File: config.mk
export PLATFORM = sky130hd
export DESIGN_NAME = btn_repeat_ctrl
export DESIGN_NICKNAME = d
export VERILOG_FILES = /design/src/rtl/btn_repeat_ctrl.sv
export SDC_FILE = /design/constraint.sdc
export NUM_CORES = 1
export LEC_CHECK = 0
export BUFFER_PORTS_ARGS = -buffer_cell sky130_fd_sc_hd__buf_2
export CAP_MARGIN = 0
export CORE_UTILIZATION = 45
export DETAILED_ROUTE_END_ITERATION = 8
export SYNTH_ARGS = -nofsm -noshare
export SYNTH_HDL_FRONTEND = slang
export SYNTH_SLANG_ARGS = --single-unit
File: constraint.sdc
create_clock -name i_clk -period 2.8 [get_ports i_clk]
set_clock_uncertainty 0.05 [all_clocks]
set_input_delay 0.56 -clock i_clk [delete_from_list [all_inputs] [get_ports i_clk]]
set_output_delay 0.56 -clock i_clk [all_outputs]
set_load 0.02 [all_outputs]
File: src/rtl/btn_repeat_ctrl.sv
`timescale 1ns/1ps
// N-channel push-button front end: 2-flop synchroniser, per-channel debounce and
// registered press/release pulses. Macro BTN_AUTOREPEAT_EN adds auto-repeat of held buttons.
module btn_repeat_ctrl #(
  parameter int NUM_BTNS        = 2,
  parameter int MIN_PULSE_WIDTH = 25000,
  parameter int REPEAT_DELAY    = 12500000,
  parameter int REPEAT_PERIOD   = 2500000,
  parameter int ACTIVE_LOW      = 1
) (
  input  logic                  i_clk,
  input  logic                  reset_n,
  input  logic [NUM_BTNS-1:0]   i_btn,
  output logic [NUM_BTNS-1:0]   o_btn,
  output logic [NUM_BTNS-1:0]   o_press,
  output logic [NUM_BTNS-1:0]   o_release,
  output logic                  o_any_press,
  output logic [2*NUM_BTNS-1:0] o_state
);

  typedef enum logic [1:0] {
    ST_IDLE   = 2'd0,
    ST_DELAY  = 2'd1,
    ST_REPEAT = 2'd2
  } state_e;

  localparam int             CNT_W    = $clog2(MIN_PULSE_WIDTH + 1);
  localparam logic [CNT_W-1:0] DEB_LAST = CNT_W'(MIN_PULSE_WIDTH - 1);
  localparam logic           REL_LVL  = (ACTIVE_LOW != 0);

  if (NUM_BTNS < 1 || MIN_PULSE_WIDTH < 1 || REPEAT_DELAY < 1 || REPEAT_PERIOD < 1) begin : g_bad_cfg
    $error("btn_repeat_ctrl: all size/timing parameters must be >= 1");
  end

  logic [NUM_BTNS-1:0] sync1_q, sync2_q;
  logic [NUM_BTNS-1:0] s_w;
  logic [CNT_W-1:0]    deb_cnt_q [NUM_BTNS];
  logic [CNT_W-1:0]    deb_cnt_d [NUM_BTNS];
  logic [NUM_BTNS-1:0] btn_q, btn_d;
  logic [NUM_BTNS-1:0] rise_w, fall_w;
  logic [NUM_BTNS-1:0] press_q, press_d;
  logic [NUM_BTNS-1:0] release_q, release_d;
  logic                any_q, any_d;

  // Synchronisers idle at the released pin level so reset never looks like a press.
  always_ff @(posedge i_clk or negedge reset_n) begin
    if (!reset_n) begin
      sync1_q <= {NUM_BTNS{REL_LVL}};
      sync2_q <= {NUM_BTNS{REL_LVL}};
    end else begin
      sync1_q <= i_btn;
      sync2_q <= sync1_q;
    end
  end

  assign s_w = (ACTIVE_LOW != 0) ? ~sync2_q : sync2_q;

  always_comb begin
    btn_d  = btn_q;
    rise_w = '0;
    fall_w = '0;
    for (int i = 0; i < NUM_BTNS; i++) begin
      deb_cnt_d[i] = '0;
      if (s_w[i] != btn_q[i]) begin
        if (deb_cnt_q[i] == DEB_LAST) begin
          btn_d[i]  = s_w[i];
          rise_w[i] = s_w[i];
          fall_w[i] = ~s_w[i];
        end else begin
          deb_cnt_d[i] = deb_cnt_q[i] + CNT_W'(1);
        end
      end
    end
  end

  always_ff @(posedge i_clk or negedge reset_n) begin
    if (!reset_n) begin
      for (int i = 0; i < NUM_BTNS; i++) begin
        deb_cnt_q[i] <= '0;
      end
    end else begin
      for (int i = 0; i < NUM_BTNS; i++) begin
        deb_cnt_q[i] <= deb_cnt_d[i];
      end
    end
  end

`ifdef BTN_AUTOREPEAT_EN
  localparam int RPT_MAX = (REPEAT_DELAY > REPEAT_PERIOD) ? REPEAT_DELAY : REPEAT_PERIOD;
  localparam int RPT_W   = $clog2(RPT_MAX + 1);
  localparam logic [RPT_W-1:0] RD_LAST = RPT_W'(REPEAT_DELAY - 1);
  localparam logic [RPT_W-1:0] RP_LAST = RPT_W'(REPEAT_PERIOD - 1);

  state_e           state_q [NUM_BTNS];
  state_e           state_d [NUM_BTNS];
  logic [RPT_W-1:0] rpt_cnt_q [NUM_BTNS];
  logic [RPT_W-1:0] rpt_cnt_d [NUM_BTNS];

  // A debounced release always takes priority over a repeat expiring on the same edge.
  always_comb begin
    press_d   = '0;
    release_d = '0;
    for (int i = 0; i < NUM_BTNS; i++) begin
      state_d[i]   = state_q[i];
      rpt_cnt_d[i] = rpt_cnt_q[i];
      if (fall_w[i]) begin
        release_d[i] = 1'b1;
        state_d[i]   = ST_IDLE;
        rpt_cnt_d[i] = '0;
      end else begin
        case (state_q[i])
          ST_IDLE: begin
            if (rise_w[i]) begin
              press_d[i]   = 1'b1;
              state_d[i]   = ST_DELAY;
              rpt_cnt_d[i] = '0;
            end
          end
          ST_DELAY: begin
            if (rpt_cnt_q[i] == RD_LAST) begin
              press_d[i]   = 1'b1;
              state_d[i]   = ST_REPEAT;
              rpt_cnt_d[i] = '0;
            end else begin
              rpt_cnt_d[i] = rpt_cnt_q[i] + RPT_W'(1);
            end
          end
          ST_REPEAT: begin
            if (rpt_cnt_q[i] == RP_LAST) begin
              press_d[i]   = 1'b1;
              rpt_cnt_d[i] = '0;
            end else begin
              rpt_cnt_d[i] = rpt_cnt_q[i] + RPT_W'(1);
            end
          end
          default: begin
            state_d[i]   = ST_IDLE;
            rpt_cnt_d[i] = '0;
          end
        endcase
      end
    end
  end

  always_ff @(posedge i_clk or negedge reset_n) begin
    if (!reset_n) begin
      for (int i = 0; i < NUM_BTNS; i++) begin
        state_q[i]   <= ST_IDLE;
        rpt_cnt_q[i] <= '0;
      end
    end else begin
      for (int i = 0; i < NUM_BTNS; i++) begin
        state_q[i]   <= state_d[i];
        rpt_cnt_q[i] <= rpt_cnt_d[i];
      end
    end
  end

  always_comb begin
    o_state = '0;
    for (int i = 0; i < NUM_BTNS; i++) begin
      o_state[2*i +: 2] = state_q[i];
    end
  end
`else
  // Without auto-repeat the channel has no timed states; events follow the debounced edges.
  always_comb begin
    press_d   = rise_w;
    release_d = fall_w;
  end

  assign o_state = {NUM_BTNS{ST_IDLE}};
`endif

  assign any_d = |press_d;

  always_ff @(posedge i_clk or negedge reset_n) begin
    if (!reset_n) begin
      btn_q     <= '0;
      press_q   <= '0;
      release_q <= '0;
      any_q     <= 1'b0;
    end else begin
      btn_q     <= btn_d;
      press_q   <= press_d;
      release_q <= release_d;
      any_q     <= any_d;
    end
  end

  assign o_btn       = btn_q;
  assign o_press     = press_q;
  assign o_release   = release_q;
  assign o_any_press = any_q;

endmodule

* After elaboration in Yosys (flattened, before gate mapping)
Cells that the tools add are included.
Storage, ports and cells: bits in registers 41, output and inout bits 11, word-level logic and storage cells 33
Operators by class: muxes and demuxes 12, eq/ne operators 4, reduce and logical (&&, ||, !) cells 3, bitwise logic cells 3, add/sub/neg operators 2
Operators by type and width (count):
- two-way mux 15 bit | 4
- adder 15 x 1 -> 15 bit (second input constant) | 2
- == test 15 bit (second input constant) | 2
- two-way mux 1 bit | 8
- AND reduction 2 bit | 2
- != test 1 bit | 2
- inverter 1 bit | 2
- inverter 2 bit | 1
- OR reduction 2 bit | 1

* Depth between registers and ports, before layout
Gate-level depths: netlist of run 1.
word-level depth 4, depth in mapped cells 7

* Worst setup path before layout of run 1
No wires, ideal clock.
path type register to register, start point register deb_cnt_q[4] (netlist bit), end point register deb_cnt_q[10] (netlist bit), library setup time 0.119 ns, stages on the path, launching flop included 7, arrival 1.786 ns, clock period less this slack 1.955 ns, buffers on the path 2, path slack 0.845 ns, required time 2.631 ns, cell sequence dfrtp_1 or4b_1 or4_1 buf_6 nand2_4 buf_6 nor2_1
RTL lines:
- start: declaration | RTL line 37 | logic [CNT_W-1:0] deb_cnt_q [NUM_BTNS];
- start signal: indexed assignment | RTL line 83 | deb_cnt_q[i] <= deb_cnt_d[i];

==> results.txt, run 1 <==
The flow ran to the end, and the final reports show no timing, DRC or antenna violations. The type of destination of the critical path was a flop. Averaged over all synthesized cells, the footprint is 10.52 um^2. The tools report the startpoint of the worst setup timing path as deb_cnt_q[9]$_DFF_PN0_. For this run, the number of Yosys warnings is 0.

The final-report hold violation count was 0; the final routed DRC violation total was 0. The run gives 0 as the count of pins over their slew limit. The tree is rooted in a sky130_fd_sc_hd__clkbuf_8. The clock-pin transition on the worst setup and hold timing paths came out at 80 ps. From bottom edge to top edge, the die measures 66.15 um. The startpoint identified for the worst register-to-register timing path is deb_cnt_q[9]$_DFF_PN0_. The proportion of layout cells with a drive suffix above 1 is 0.1368, and the number of H-tree branching levels is 2.

The number of cells traversed by the worst register-to-register path is 4. The hold path startpoint was sync1_q[1]$_DFF_PN1_. OpenSTA, run right after detailed placement, puts the worst setup slack at 725.5 ps.

Setup slack closes at 716.0 ps. Cell family with the largest share of critical-path delay: simple AND/OR/NAND/NOR gates. Synthesis inferred 41 register bits. For the leakage dissipation, the log shows 0.8451 nW. The path class of the tightest hold or removal check is flop to flop.

The number of port buffers is 10. The count of different cell masters after synthesis came out at 30. The sequential fraction of the synthesis area is 0.5568.

Data arrives at the worst endpoint at 2220 ps. For the total iterations of the first detailed-routing run, the log shows 4. STA classifies the critical path startpoint as a flop. The detailed router finished its first iteration with 55 violations. The logs give 0.4875 for the effective utilization at floorplan and 0 for the number of max-cap violations. Top achievable clock speed: 0.4799 GHz. In this run, CTS created clock tree buffers numbering 5. Counting both buffers and inverters, the worst setup path holds a total of 0.

The congestion estimate from routability-driven global placement came to 0.8126. The worst path in the final design needs a cycle of 2084 ps, including I/O delays and setup. After routing, the total negative slack on setup checks comes to 0 ps.

Clock tree synthesis found a total of 41 sinks. Setup repair after global routing left no endpoint under its margin. The worst hold path depth was 0.

The highest net fanout along the worst path was 14; the count of buffers added by post-CTS timing repair for setup was 0. From left edge to right edge, the die measures 66.15 um. The detailed-route wire length is 3019 um. The category of the critical setup timing path was flop to flop.

Dividing total power by cell area gives a power density of 520.1 nW/um^2. The final layout net count is 195, and the synthesis-to-layout area growth is 8.716%. For this run the aggregate overflow at the end of global routing stands at 0. The tools report the placement row count as 22. The maximum cell stage delay along the critical path was 680 ps; the die footprint was 4376 um^2.

The count of cell instances traversed by the critical path came out at 4. For the pin with the worst max-slew slack, the measured transition is 855.0 ps. The repair_antennas step left the layout with diodes totalling 0. The number of hold buffers added after CTS was 0.

Sorting the synthesized cells by area gives the leading types as sky130_fd_sc_hd__dfrtp_1 (50%), sky130_fd_sc_hd__xnor2_1 (9.9%), sky130_fd_sc_hd__nor2_1 (7.1%), sky130_fd_sc_hd__dfstp_2 (5.7%), sky130_fd_sc_hd__xor2_1 (2.8%). The initial antenna violation count is 0, and the relative max-transition margin is 0.4300. The logs give 42 for the largest net degree at the start of global routing and 5423 um for the wire length of the first global-routing pass. The average vias per placed instance is 5.235. The logs give 2123 um for the HPWL after detailed placement and 2 for the maximum buffer depth of the clock tree. The worst IR drop on VDD was 0.0003085 V. Post-detailed-route count of antenna-violating nets: 0.

The tools report the number of gates resized after CTS as 0. Traced cell by cell, the critical path runs through or4b_1 > or4_1 > nand2_4 > nor2_1. For the netlist area before placement, the log shows 1852 um^2. For the number of global-route vias before repair, the log shows 1246.

The cell with the largest stage delay on the worst path is sky130_fd_sc_hd__or4_1. The biggest area contributor in the post-synthesis netlist is sky130_fd_sc_hd__dfrtp_1. Dividing the detail-routed wire length by the instance count gives 12.68 um.

The post-route non-filler standard cell count is 238. TritonCTS built the clock tree. The tools report the core area as 3799 um^2.

The synthesized instance count is 176. The run gives 1246 as the total number of vias. The aggregate global-route resource usage is 0.1723. The post-route fraction of the period consumed by the critical path is 0.7443, and the required time at the worst-slack endpoint is 2930 ps. The run gives 0 as the final number of setup-violating endpoints. Clock latency on the worst-skew pair, taken at its later pin, is 290 ps. Pin placement for this block handled 15 I/O pins.

The share of Yosys cell area claimed by the top area cell type was 0.5000; the number of instances in the placed design was 230.
==> final cells by class <==
class,instances,area (um^2)
multi-input cells,127,760.7
repair buffers,10,50.05
well taps,48,60.06
inverters,4,15.01
flip-flops and latches,41,1031
clock buffers,6,82.58
clock inverters,2,13.76
fillers,363,1785
==> final timing paths <==
path,end,slack [ps]
worst min register to register,sync2_q[1]$_DFF_PN1_,310
worst min-delay path,sync2_q[1]$_DFF_PN1_,310
max in group asynchronous,deb_cnt_q[24]$_DFF_PN0_,1830
worst max-delay path,deb_cnt_q[7]$_DFF_PN0_,720
min in group asynchronous,deb_cnt_q[12]$_DFF_PN0_,320
worst max register to register,deb_cnt_q[7]$_DFF_PN0_,720
==> flip-flops by register name, summed over array words and instances (netlist names) <==
| name | count |
|---|---|
| o_press | 2 |
| o_release | 2 |
| o_any_press | 1 |
| sync1_q | 2 |
| sync2_q | 2 |
| o_btn | 2 |
| deb_cnt_q | 30 |
==> synth_stat cells <==
library cell                number
sky130_fd_sc_hd__and3_2          1
sky130_fd_sc_hd__nand3_1        10
sky130_fd_sc_hd__a21oi_1         1
sky130_fd_sc_hd__nand2_1        10
sky130_fd_sc_hd__or4b_1          1
sky130_fd_sc_hd__inv_1           4
sky130_fd_sc_hd__o21ai_0         2
sky130_fd_sc_hd__nand4bb_1       1
sky130_fd_sc_hd__or3b_2          1
sky130_fd_sc_hd__and4b_1         1
sky130_fd_sc_hd__or4_1           2
sky130_fd_sc_hd__nor2_1         35
sky130_fd_sc_hd__buf_6           2
sky130_fd_sc_hd__dfstp_2         4
sky130_fd_sc_hd__xnor2_1        21
sky130_fd_sc_hd__nand4_1         8
sky130_fd_sc_hd__nor3_4          1
sky130_fd_sc_hd__nand2_4         1
sky130_fd_sc_hd__nor4_1          3
sky130_fd_sc_hd__buf_4           4
sky130_fd_sc_hd__ha_1            2
sky130_fd_sc_hd__xor2_1          6
sky130_fd_sc_hd__or2_1           1
sky130_fd_sc_hd__dfrtp_1        37
sky130_fd_sc_hd__clkbuf_1        1
sky130_fd_sc_hd__nor3_1         10
sky130_fd_sc_hd__nor4b_1         1
sky130_fd_sc_hd__conb_1          1
sky130_fd_sc_hd__and3_1          3
sky130_fd_sc_hd__o31ai_1         1
==> stage by stage <==
| step | util | hold slack [ps] | instance area [um^2] | power (W) |
|---|---|---|---|---|
| finish | 0.5300 | 309.6 | 2013 | 0.001047 |
| detailed placement | 0.5046 | 300.5 | 1917 | 0.0006655 |
| floorplan | - | 214.4 | 1863 | 0.0006516 |
| global route | 0.5300 | 299.0 | 2013 | 0.001101 |
| global placement | 0.5046 | 297.4 | 1917 | 0.0006638 |
| CTS | 0.5300 | 298.3 | 2013 | 0.001071 |
==> worst reg2reg max path: cells and delay by family (launching register included) <==
| kind | cells | cell delay (ps) |
|---|---|---|
| simple gates | 4 | 1480 |
| flops | 1 | 440 |
==> layer usage <==
| metal | vias up | share of wire | GRT usage |
|---|---|---|---|
| met1 | 610 | 0.44 | 0.1917 |
| met5 | - | 0 | 0 |
| met3 | 6 | 0.032 | 0.05345 |
| met4 | 0 | 0.020 | 0.1011 |
| met2 | 19 | 0.51 | 0.2883 |
| li1 | 611 | - | - |
==> layout by cell type, fill, tap and decap left out, drive strengths merged <==
cell	synthesis	routed
and4b	1	1
and3	4	4
inv	4	4
clkinv	0	2
o21ai	2	2
ha	2	2
conb	1	4
nand2	11	11
nand4bb	1	1
xnor2	21	21
dfstp	4	4
xor2	6	6
o31ai	1	1
buf	6	10
nor4b	1	1
nor2	35	35
clkbuf	1	6
nor3	11	11
or2	1	1
or4	2	2
a21oi	1	1
nand4	8	8
dfrtp	37	37
nand3	10	10
nor4	3	3
or3b	1	1
or4b	1	1
==> power breakdown <==
| group | internal (W) | switching (W) | total (W) |
|---|---|---|---|
| combinational | 0.0000103 | 0.0000279 | 0.0000381 |
| clock | 0.000199 | 0.000195 | 0.000395 |
| sequential | 0.000604 | 0.0000103 | 0.000614 |
| total | 0.000814 | 0.000233 | 0.00105 |
==> kinds of logic (layout without fill, tap and decap cells) <==
kind of cell | count (synthesis) | in the layout | share of synthesized area
xor+xnor | 27 | 27 | 0.1277
compound gates | 4 | 4 | 0.01216
simple gates | 90 | 90 | 0.2493
buf+inv | 11 | 22 | 0.03851
fa+ha+maj | 2 | 2 | 0.01351
flops | 41 | 41 | 0.5568
other cells | 1 | 4 | 0.002025
(Power assumes the default switching activity.)
==> inputs of run 2 (changes only) <==
--- a/config.mk
+++ b/config.mk
@@ -9,6 +9,7 @@
 export CAP_MARGIN = 0
 export CORE_UTILIZATION = 45
 export DETAILED_ROUTE_END_ITERATION = 8
+export PLACE_DENSITY = 0.65
 export SYNTH_ARGS = -nofsm -noshare
 export SYNTH_HDL_FRONTEND = slang
 export SYNTH_SLANG_ARGS = --single-unit
==> constraint.sdc (replaced) <==
create_clock -name i_clk -period 1.9 [get_ports i_clk]
set_clock_uncertainty 0.05 [all_clocks]
set_input_delay 0.38 -clock i_clk [delete_from_list [all_inputs] [get_ports i_clk]]
set_output_delay 0.38 -clock i_clk [all_outputs]
set_load 0.02 [all_outputs]
==> run 2 against run 1 <==
The flow now finishes with violations (negative hold slack). Cell count increased by 4.6%. First-iteration DRC count down 47%. Cell area increased by 6.1%. Global-route usage is 0.57 points higher. Non-clock buffer count grew 11. Combinational power grew 69%. Core utilization grew 3.2 points. Die area is the same. Via count grew 1.8%. Worst setup slack worse by 680 ps. Critical path depth down 1. Critical endpoint is now deb_cnt_q[1]$_DFF_PN0_. Largest power group unchanged.
==> results.txt, run 2 (synthesis results as in run 1) <==
The number of port buffers works out to 10 (unchanged). For the total area of multi-input combinational cells, the log shows 773.2 um^2 (+1.6%). Setup repair after global routing left no endpoint under its margin. The highest net fanout along the worst path was 6 (-8). The number of filler cells placed in the layout was 335 (-7.7%). The final-report hold violation count was 10 (+10); the average vias per placed instance was 5.096 (-2.7%).

Top achievable clock speed: 0.5371 GHz (+12%). Final sum of negative setup slack: 0 ps (unchanged). The initial antenna violation count was 0 (unchanged); the number of diodes added for antenna fixing was 0 (unchanged). The effective utilization at floorplan is 0.4875 (unchanged), and the worst hold margin is -5.444 ps (-315.1 ps). Relative to the synthesized area, the layout overhead comes to 15.34%. The largest net degree at the start of global routing came out at 22 (-48%). The core area was 3799 um^2 (unchanged); the routed length per placed instance was 12.69 um (about the same). The minimum setup slack in the final design was 38.15 ps (-677.9 ps). In this run the worst hold path is classified as primary input to asynchronous set/reset pin. Count of pins over their slew limit: 0 (unchanged).

The number of primary I/O pins came out at 15 (unchanged). Maximum cell stage delay along the critical path: 570 ps (-110 ps). Post-route fraction of the period consumed by the critical path: 0.9799 (+0.2356).

Post-detailed-route count of antenna-violating nets: 0 (unchanged). The cell sitting at the root of the clock tree is a sky130_fd_sc_hd__clkbuf_8. The worst setup path is launched from a flop. The tools report the worst setup slack before clock tree synthesis as -70.96 ps (-796.5 ps). The logs give 2 (unchanged) for the maximum buffer depth of the clock tree and 0.001650 W (+58%) for the total power of the final layout. The worst setup path is captured at a flop. The power density over cell area was 772.7 nW/um^2 (+49%); the final RePlAce weighted congestion was 0.8937 (+10%). The run gives 5644 um (+4.1%) as the wire length of the first global-routing pass. The run finished, with violations left.

Startpoint of the worst setup timing path: deb_cnt_q[4]$_DFF_PN0_. The proportion of layout cells with a drive suffix above 1 is 0.1841 (+0.04724). The required time at the worst-slack endpoint is 2030 ps (-900 ps). By startpoint and endpoint, the worst setup path is classified as flop to flop.

The clock-pin transition on the worst setup and hold timing paths came out at 80 ps (about the same). The number of flip-flops in the largest register is 30 (unchanged). Height of the chip: 66.15 um (unchanged).

The reg-to-reg critical path startpoint was deb_cnt_q[4]$_DFF_PN0_. Leakage dissipation: 0.9140 nW (+8.2%). The TritonCTS buffer count is 5 (unchanged), and the aggregate global routing overflow is 0 (unchanged). Most frequent standard cell in the layout excluding fill and tap cells: sky130_fd_sc_hd__dfrtp_1. The aggregate global-route resource usage was 0.1781 (+0.005730); the time the worst path needs with I/O delays and setup was 1862 ps (-222.1 ps). The run gives 2247 um (+5.8%) as the HPWL after detailed placement.

The slowest stage of the critical path is the sky130_fd_sc_hd__or4b_1 cell. The library cells used most frequently in the layout, excluding fill and tap cells, are sky130_fd_sc_hd__dfrtp_1 (37), sky130_fd_sc_hd__nor2_1 (35), sky130_fd_sc_hd__xnor2_1 (21). The tools report the total iterations of the first detailed-routing run as 5 (+1). The detailed-route wire length came out at 3160 um (+4.7%).

The count of routing violations after the opening detailed-route iteration was 29 (-47%). TritonCTS built the clock tree. The signal arrival time at the worst endpoint was 1990 ps (-230 ps). deb_cnt_q holds more flip-flops than any other register. Traced cell by cell, the critical path runs through or4b_1 > or4_4 > and3_2. The number of H-tree branching levels came out at 2 (unchanged). The final number of setup-violating endpoints was 0 (unchanged); the number of global-route vias before repair was 1265 (+1.5%).

The width of the die was 66.15 um (unchanged); the worst IR drop on VDD was 0.0004764 V (+54%). The final routed DRC violation total is 0 (unchanged), and the final layout net count is 206 (+5.6%). The latest clock arrival within the worst-skew pair came out at 290 ps (about the same).

The total number of vias is 1269 (+1.8%). The run gives 22 (unchanged) as the placement row count. Number of max-cap violations: 0 (unchanged). The checks that failed: negative hold slack. The die footprint was 4376 um^2 (unchanged); the sequential cell area was 1031 um^2 (unchanged). The count of clock tree sinks is 41 (unchanged).
==> run 2: stage by stage <==
stage	cells	hold WS, ps	util	area (um^2)
CTS	249	7.784	0.5599	2127
global route	249	30.75	0.5623	2136
finish	249	-5.444	0.5623	2136
floorplan	179	34.41	-	1863
global placement	241	297.9	0.5296	2012
detailed placement	241	297.1	0.5296	2012
==> run 2: worst max-delay path: cells and delay by family (launching register included) <==
family / cells / cell delay, ps
and+or+nand+nor: 3 / 1320
DFF: 1 / 390
==> run 2: routing by layer <==
metal | share of wire | up-vias | global-route usage | wire length [um]
met2 | 0.45 | 26 | 0.2717 | 1424
li1 | - | 632 | - | -
met5 | 0 | - | 0 | 0
met4 | 0.020 | 0 | 0.07979 | 63
met3 | 0.040 | 6 | 0.03793 | 125
met1 | 0.49 | 605 | 0.2437 | 1547
==> run 2: power by group <==
part           internal [W]  switching [W]
clock network      0.000394       0.000286
registers          0.000890      0.0000155
logic             0.0000208      0.0000434
total               0.00131       0.000345
==> run 2: final timing paths <==
kind	slack, ps	to	cells after the start
max in group asynchronous	1330	deb_cnt_q[4]$_DFF_PN0_	2
min reg2reg	310	sync2_q[0]$_DFF_PN1_	0
max	40	deb_cnt_q[1]$_DFF_PN0_	3
max reg2reg	40	deb_cnt_q[1]$_DFF_PN0_	3
min in group i_clk	130	sync1_q[0]$_DFF_PN1_	1
min	-5	deb_cnt_q[21]$_DFF_PN0_	1
==> run 2: final cells by class <==
cell class              instances  share of cell area
well taps                      48             0.02812
flip-flops and latches         41              0.4827
clock buffers                   6             0.03398
clock inverters                 2             0.01816
repair buffers                 21             0.06796
inverters                       4            0.007030
multi-input cells             127              0.3620
==> run 2: repair_timing <==
action / in CTS / in global routing
gates resized for setup: 1 / 1
hold buffers: 0 / 0
setup endpoints to repair: 17 / 12
pin swaps: 0 / 0
setup buffers: 0 / 0
==> inputs of run 3 (changes only) <==
--- a/config.mk
+++ b/config.mk
@@ -5,11 +5,11 @@
 export SDC_FILE = /design/constraint.sdc
 export NUM_CORES = 1
 export LEC_CHECK = 0
+export ABC_AREA = 1
 export BUFFER_PORTS_ARGS = -buffer_cell sky130_fd_sc_hd__buf_2
 export CAP_MARGIN = 0
 export CORE_UTILIZATION = 45
 export DETAILED_ROUTE_END_ITERATION = 8
-export PLACE_DENSITY = 0.65
 export SYNTH_ARGS = -nofsm -noshare
 export SYNTH_HDL_FRONTEND = slang
 export SYNTH_SLANG_ARGS = --single-unit
==> constraint.sdc (replaced) <==
create_clock -name i_clk -period 2.3 [get_ports i_clk]
set_clock_uncertainty 0.05 [all_clocks]
set_input_delay 0.46 -clock i_clk [delete_from_list [all_inputs] [get_ports i_clk]]
set_output_delay 0.46 -clock i_clk [all_outputs]
set_load 0.02 [all_outputs]
==> run 3 against run 2 <==
The run ends with design-rule violations left. Die area grew 14%. First-iteration DRC count grew to 4.0 times the previous value. Non-clock buffer count shrank 10. Clock power shrank 15%. Hold slack gained 84 ps. Worst setup slack gained 800 ps. Area after synthesis grew 14%. Combinational power shrank 7.6%. Critical path depth grew 3. Flip-flop and latch count is the same.
==> results.txt, run 3 <==
The flow ran to the end, but the final reports show violations. The final reports fail on design-rule violations. The core area is 4444 um^2 (+17%), and the number of flip-flops in the largest register is 30 (unchanged). The number of H-tree branching levels was 2 (unchanged).

Setup repair after global routing left no endpoint under its margin. The effective utilization at floorplan was 0.4764 (-0.01113). The routed length per placed instance works out to 12.03 um (-5.2%). Sorting the synthesized cells by how often they occur yields sky130_fd_sc_hd__nor2_1 (59), sky130_fd_sc_hd__nand2_1 (43), sky130_fd_sc_hd__dfrtp_1 (37). Total number of vias: 1587 (+25%). The tree is rooted in a sky130_fd_sc_hd__clkbuf_8. The run gives 1477 (+17%) as the number of global-route vias before repair. The final sum of negative setup slack was 0 ps (unchanged). Highest net fanout along the worst path: 7 (+1). Count of routing violations after the opening detailed-route iteration: 116 (+300%). TritonCTS built the clock tree. The aggregate global routing overflow was 0 (unchanged).

The total iterations of the first detailed-routing run was 6 (+1). The count of pins over their slew limit was 0 (unchanged); the synthesis-to-layout area growth was 10.70%. The share of the core filled with cells is 0.5273 (-0.03494), and the TritonCTS buffer count is 5 (unchanged). Detailed-route wire length: 3873 um (+23%). The required time at the worst-slack endpoint was 2430 ps (+400 ps); the number of primary I/O pins was 15 (unchanged). The tools report the number of gates resized after CTS as 0 (-1). The run gives 835.2 ps (+906.1 ps) as the worst setup slack before clock tree synthesis. The largest total area in the synthesized netlist belongs to sky130_fd_sc_hd__dfrtp_1. Number of max-cap violations: 0 (unchanged). The post-route fraction of the period consumed by the critical path works out to 0.6369 (-0.3430). The final-report hold violation count is 0 (-10), and the power density over cell area is 591.1 nW/um^2 (-23%). Leaving out fill and tap cells, the most frequent cells in the layout are sky130_fd_sc_hd__nor2_1 (59), sky130_fd_sc_hd__nand2_1 (43), sky130_fd_sc_hd__dfrtp_1 (37), sky130_fd_sc_hd__inv_1 (23), sky130_fd_sc_hd__nand3_1 (13). The worst IR drop on VDD is 0.0003487 V (-27%), and the final number of setup-violating endpoints is 0 (unchanged).

The most frequent standard cell in the layout excluding fill and tap cells is sky130_fd_sc_hd__nor2_1. Signal arrival time at the worst endpoint: 1590 ps (-400 ps). The tools report the cts-stage hold buffer count as 0 (unchanged). The relative max-transition margin is 0.6547, and the initial antenna violation count is 0 (unchanged). The wire length of the first global-routing pass is 6782 um (+20%). The largest net degree at the start of global routing was 23 (+4.5%); the proportion of layout cells with a drive suffix above 1 was 0.2037 (+0.01962).

The run gives 0 (unchanged) as the count of buffers added by post-CTS timing repair for setup. For the pin with the worst max-slew slack, the measured transition is 518.0 ps. The logs give 0.1762 (-0.001904) for the aggregate global-route resource usage and 0.4870 (-0.06976) for the sequential fraction of the synthesis area.

The run gives 2 (unchanged) as the maximum buffer depth of the clock tree. The top achievable clock speed is 0.6826 GHz (+27%). Height of the chip: 70.59 um (+6.7%). The placement row count is 24 (+9.1%). The number of diodes added for antenna fixing is 0 (unchanged). For the count of clock tree sinks, the log shows 41 (unchanged).

The time the worst path needs with I/O delays and setup works out to 1465 ps (-396.9 ps). Final RePlAce weighted congestion: 0.8453 (-5.4%). The die footprint came out at 4983 um^2 (+14%). The share of Yosys cell area claimed by the top area cell type came out at 0.4374 (-0.06265). The post-synthesis register bit count was 41 (unchanged).

Ranked by flip-flop count, first place goes to deb_cnt_q. For the latest clock arrival within the worst-skew pair, the log shows 290 ps (about the same). The count of flip-flops with a built-in enable after synthesis works out to 0 (unchanged). The tools report the synthesized instance count as 253 (+44%).

For the netlist area before placement, the log shows 2117 um^2 (+14%). The worst min-delay path class is primary input to asynchronous set/reset pin. Yosys attributes the largest share of cell area to sky130_fd_sc_hd__dfrtp_1 (44%), sky130_fd_sc_hd__nor2_1 (10%), sky130_fd_sc_hd__nand2_1 (7.6%), sky130_fd_sc_hd__dfstp_2 (5.0%), sky130_fd_sc_hd__xor2_1 (4.1%). The clock-pin transition on the worst setup and hold timing paths is 80 ps (about the same). The number of port buffers came out at 10 (unchanged). The average vias per placed instance came out at 4.929 (-3.3%). Type of destination of the critical path: a flop. Commonest register cell after synthesis: sky130_fd_sc_hd__dfrtp_1. The width of the die is 70.59 um (+6.7%). The tools report the element type at the critical path start as a flop.

The logs give 0 (unchanged) for the post-detailed-route count of antenna-violating nets and 1.106 nW (+21%) for the leakage dissipation. The average size of a mapped cell is 8.368 um^2 (-20%). The tools report the synthesis warning total as 0 (unchanged). The fraction of synthesis flops using an asynchronous set or reset pin came out at 1.000 (unchanged). The category of the critical setup timing path is flop to flop. The number of cells traversed by the worst register-to-register path is 6 (+3). In the post-synthesis netlist, the cell with the most instances is sky130_fd_sc_hd__nor2_1.

The minimum setup slack in the final design is 835.0 ps (+796.9 ps). The tools report the final layout net count as 275 (+33%). The HPWL after detailed placement was 2909 um (+29%); the count of different cell masters after synthesis was 27 (-10%). The final routed DRC violation total was 4 (+4).
-- run 3: cell count changes in the layout (fill, tap and decap cells not counted), sizes merged, moves of 5 or more --
cell	previous run	this run
nand2	11	55
nor2	35	69
inv	4	26
xnor2	21	2
buf	21	11
nor3	11	4
nand3	10	15
-- run 3: critical path, stage by stage (launching register included) --
cell,delay [ps]
sky130_fd_sc_hd__dfrtp_1,390
sky130_fd_sc_hd__ha_1,250
sky130_fd_sc_hd__nand2_2,110
sky130_fd_sc_hd__nor3_4,240
sky130_fd_sc_hd__nand2_2,130
sky130_fd_sc_hd__nand2_4,120
sky130_fd_sc_hd__nor2_1,60
-- run 3: cells by family (layout without fill, tap and decap cells) --
family	after synthesis	count (layout)	share of synthesized area
DFF	41	41	0.4870
xor gates and xnor gates	12	12	0.04965
adders and majority gates	2	2	0.01182
and+or+nand+nor	156	156	0.3552
AOI/OAI and AO/OA	10	10	0.03191
buffers and inverters	31	45	0.06264
other	1	4	0.001771
-- run 3: per-layer routing --
layer  vias to the layer above  GRT usage  wire length, um
li1                        817          -                -
met1                       741     0.2376             1910
met2                        24     0.2783             1788
met3                         5    0.04274              120
met4                         0    0.06667               53
met5                         -          0                0
-- run 3: final timing paths --
path | to | start | slack [ps]
hold / removal | deb_cnt_q[11]$_DFF_PN0_ | reset_n | 80
setup reg to reg | deb_cnt_q[7]$_DFF_PN0_ | deb_cnt_q[0]$_DFF_PN0_ | 840
setup / recovery | deb_cnt_q[7]$_DFF_PN0_ | deb_cnt_q[0]$_DFF_PN0_ | 840
min in group i_clk | sync1_q[0]$_DFF_PN1_ | i_btn[0] | 200
hold reg to reg | sync2_q[0]$_DFF_PN1_ | sync1_q[0]$_DFF_PN1_ | 310
max in group asynchronous | sync1_q[1]$_DFF_PN1_ | reset_n | 1560
-- run 3: where the power goes --
part | internal (W) | switching, W
combinational | 0.0000177 | 0.0000416
clock | 0.000325 | 0.000256
sequential | 0.000735 | 0.0000104
-- run 3: final cells by class --
type / instances / area [um^2]
well taps: 52 / 65.06
flip-flops and latches: 41 / 1031
inverters: 26 / 97.59
repair buffers: 11 / 70.07
fillers: 430 / 2101
multi-input cells: 184 / 964.7
clock buffers: 5 / 68.82
clock inverters: 3 / 46.29
-- run 3: per-stage QoR --
step / hold WS, ps / instances / cell area (um^2) / power, W
floorplan: 114.4 / 256 / 2128 / 0.0007979
global placement: 295.6 / 314 / 2228 / 0.0008203
detailed placement: 298.2 / 314 / 2228 / 0.0008214
CTS: 95.84 / 322 / 2344 / 0.001402
global route: 126.5 / 322 / 2344 / 0.001442
finish: 78.60 / 322 / 2344 / 0.001385
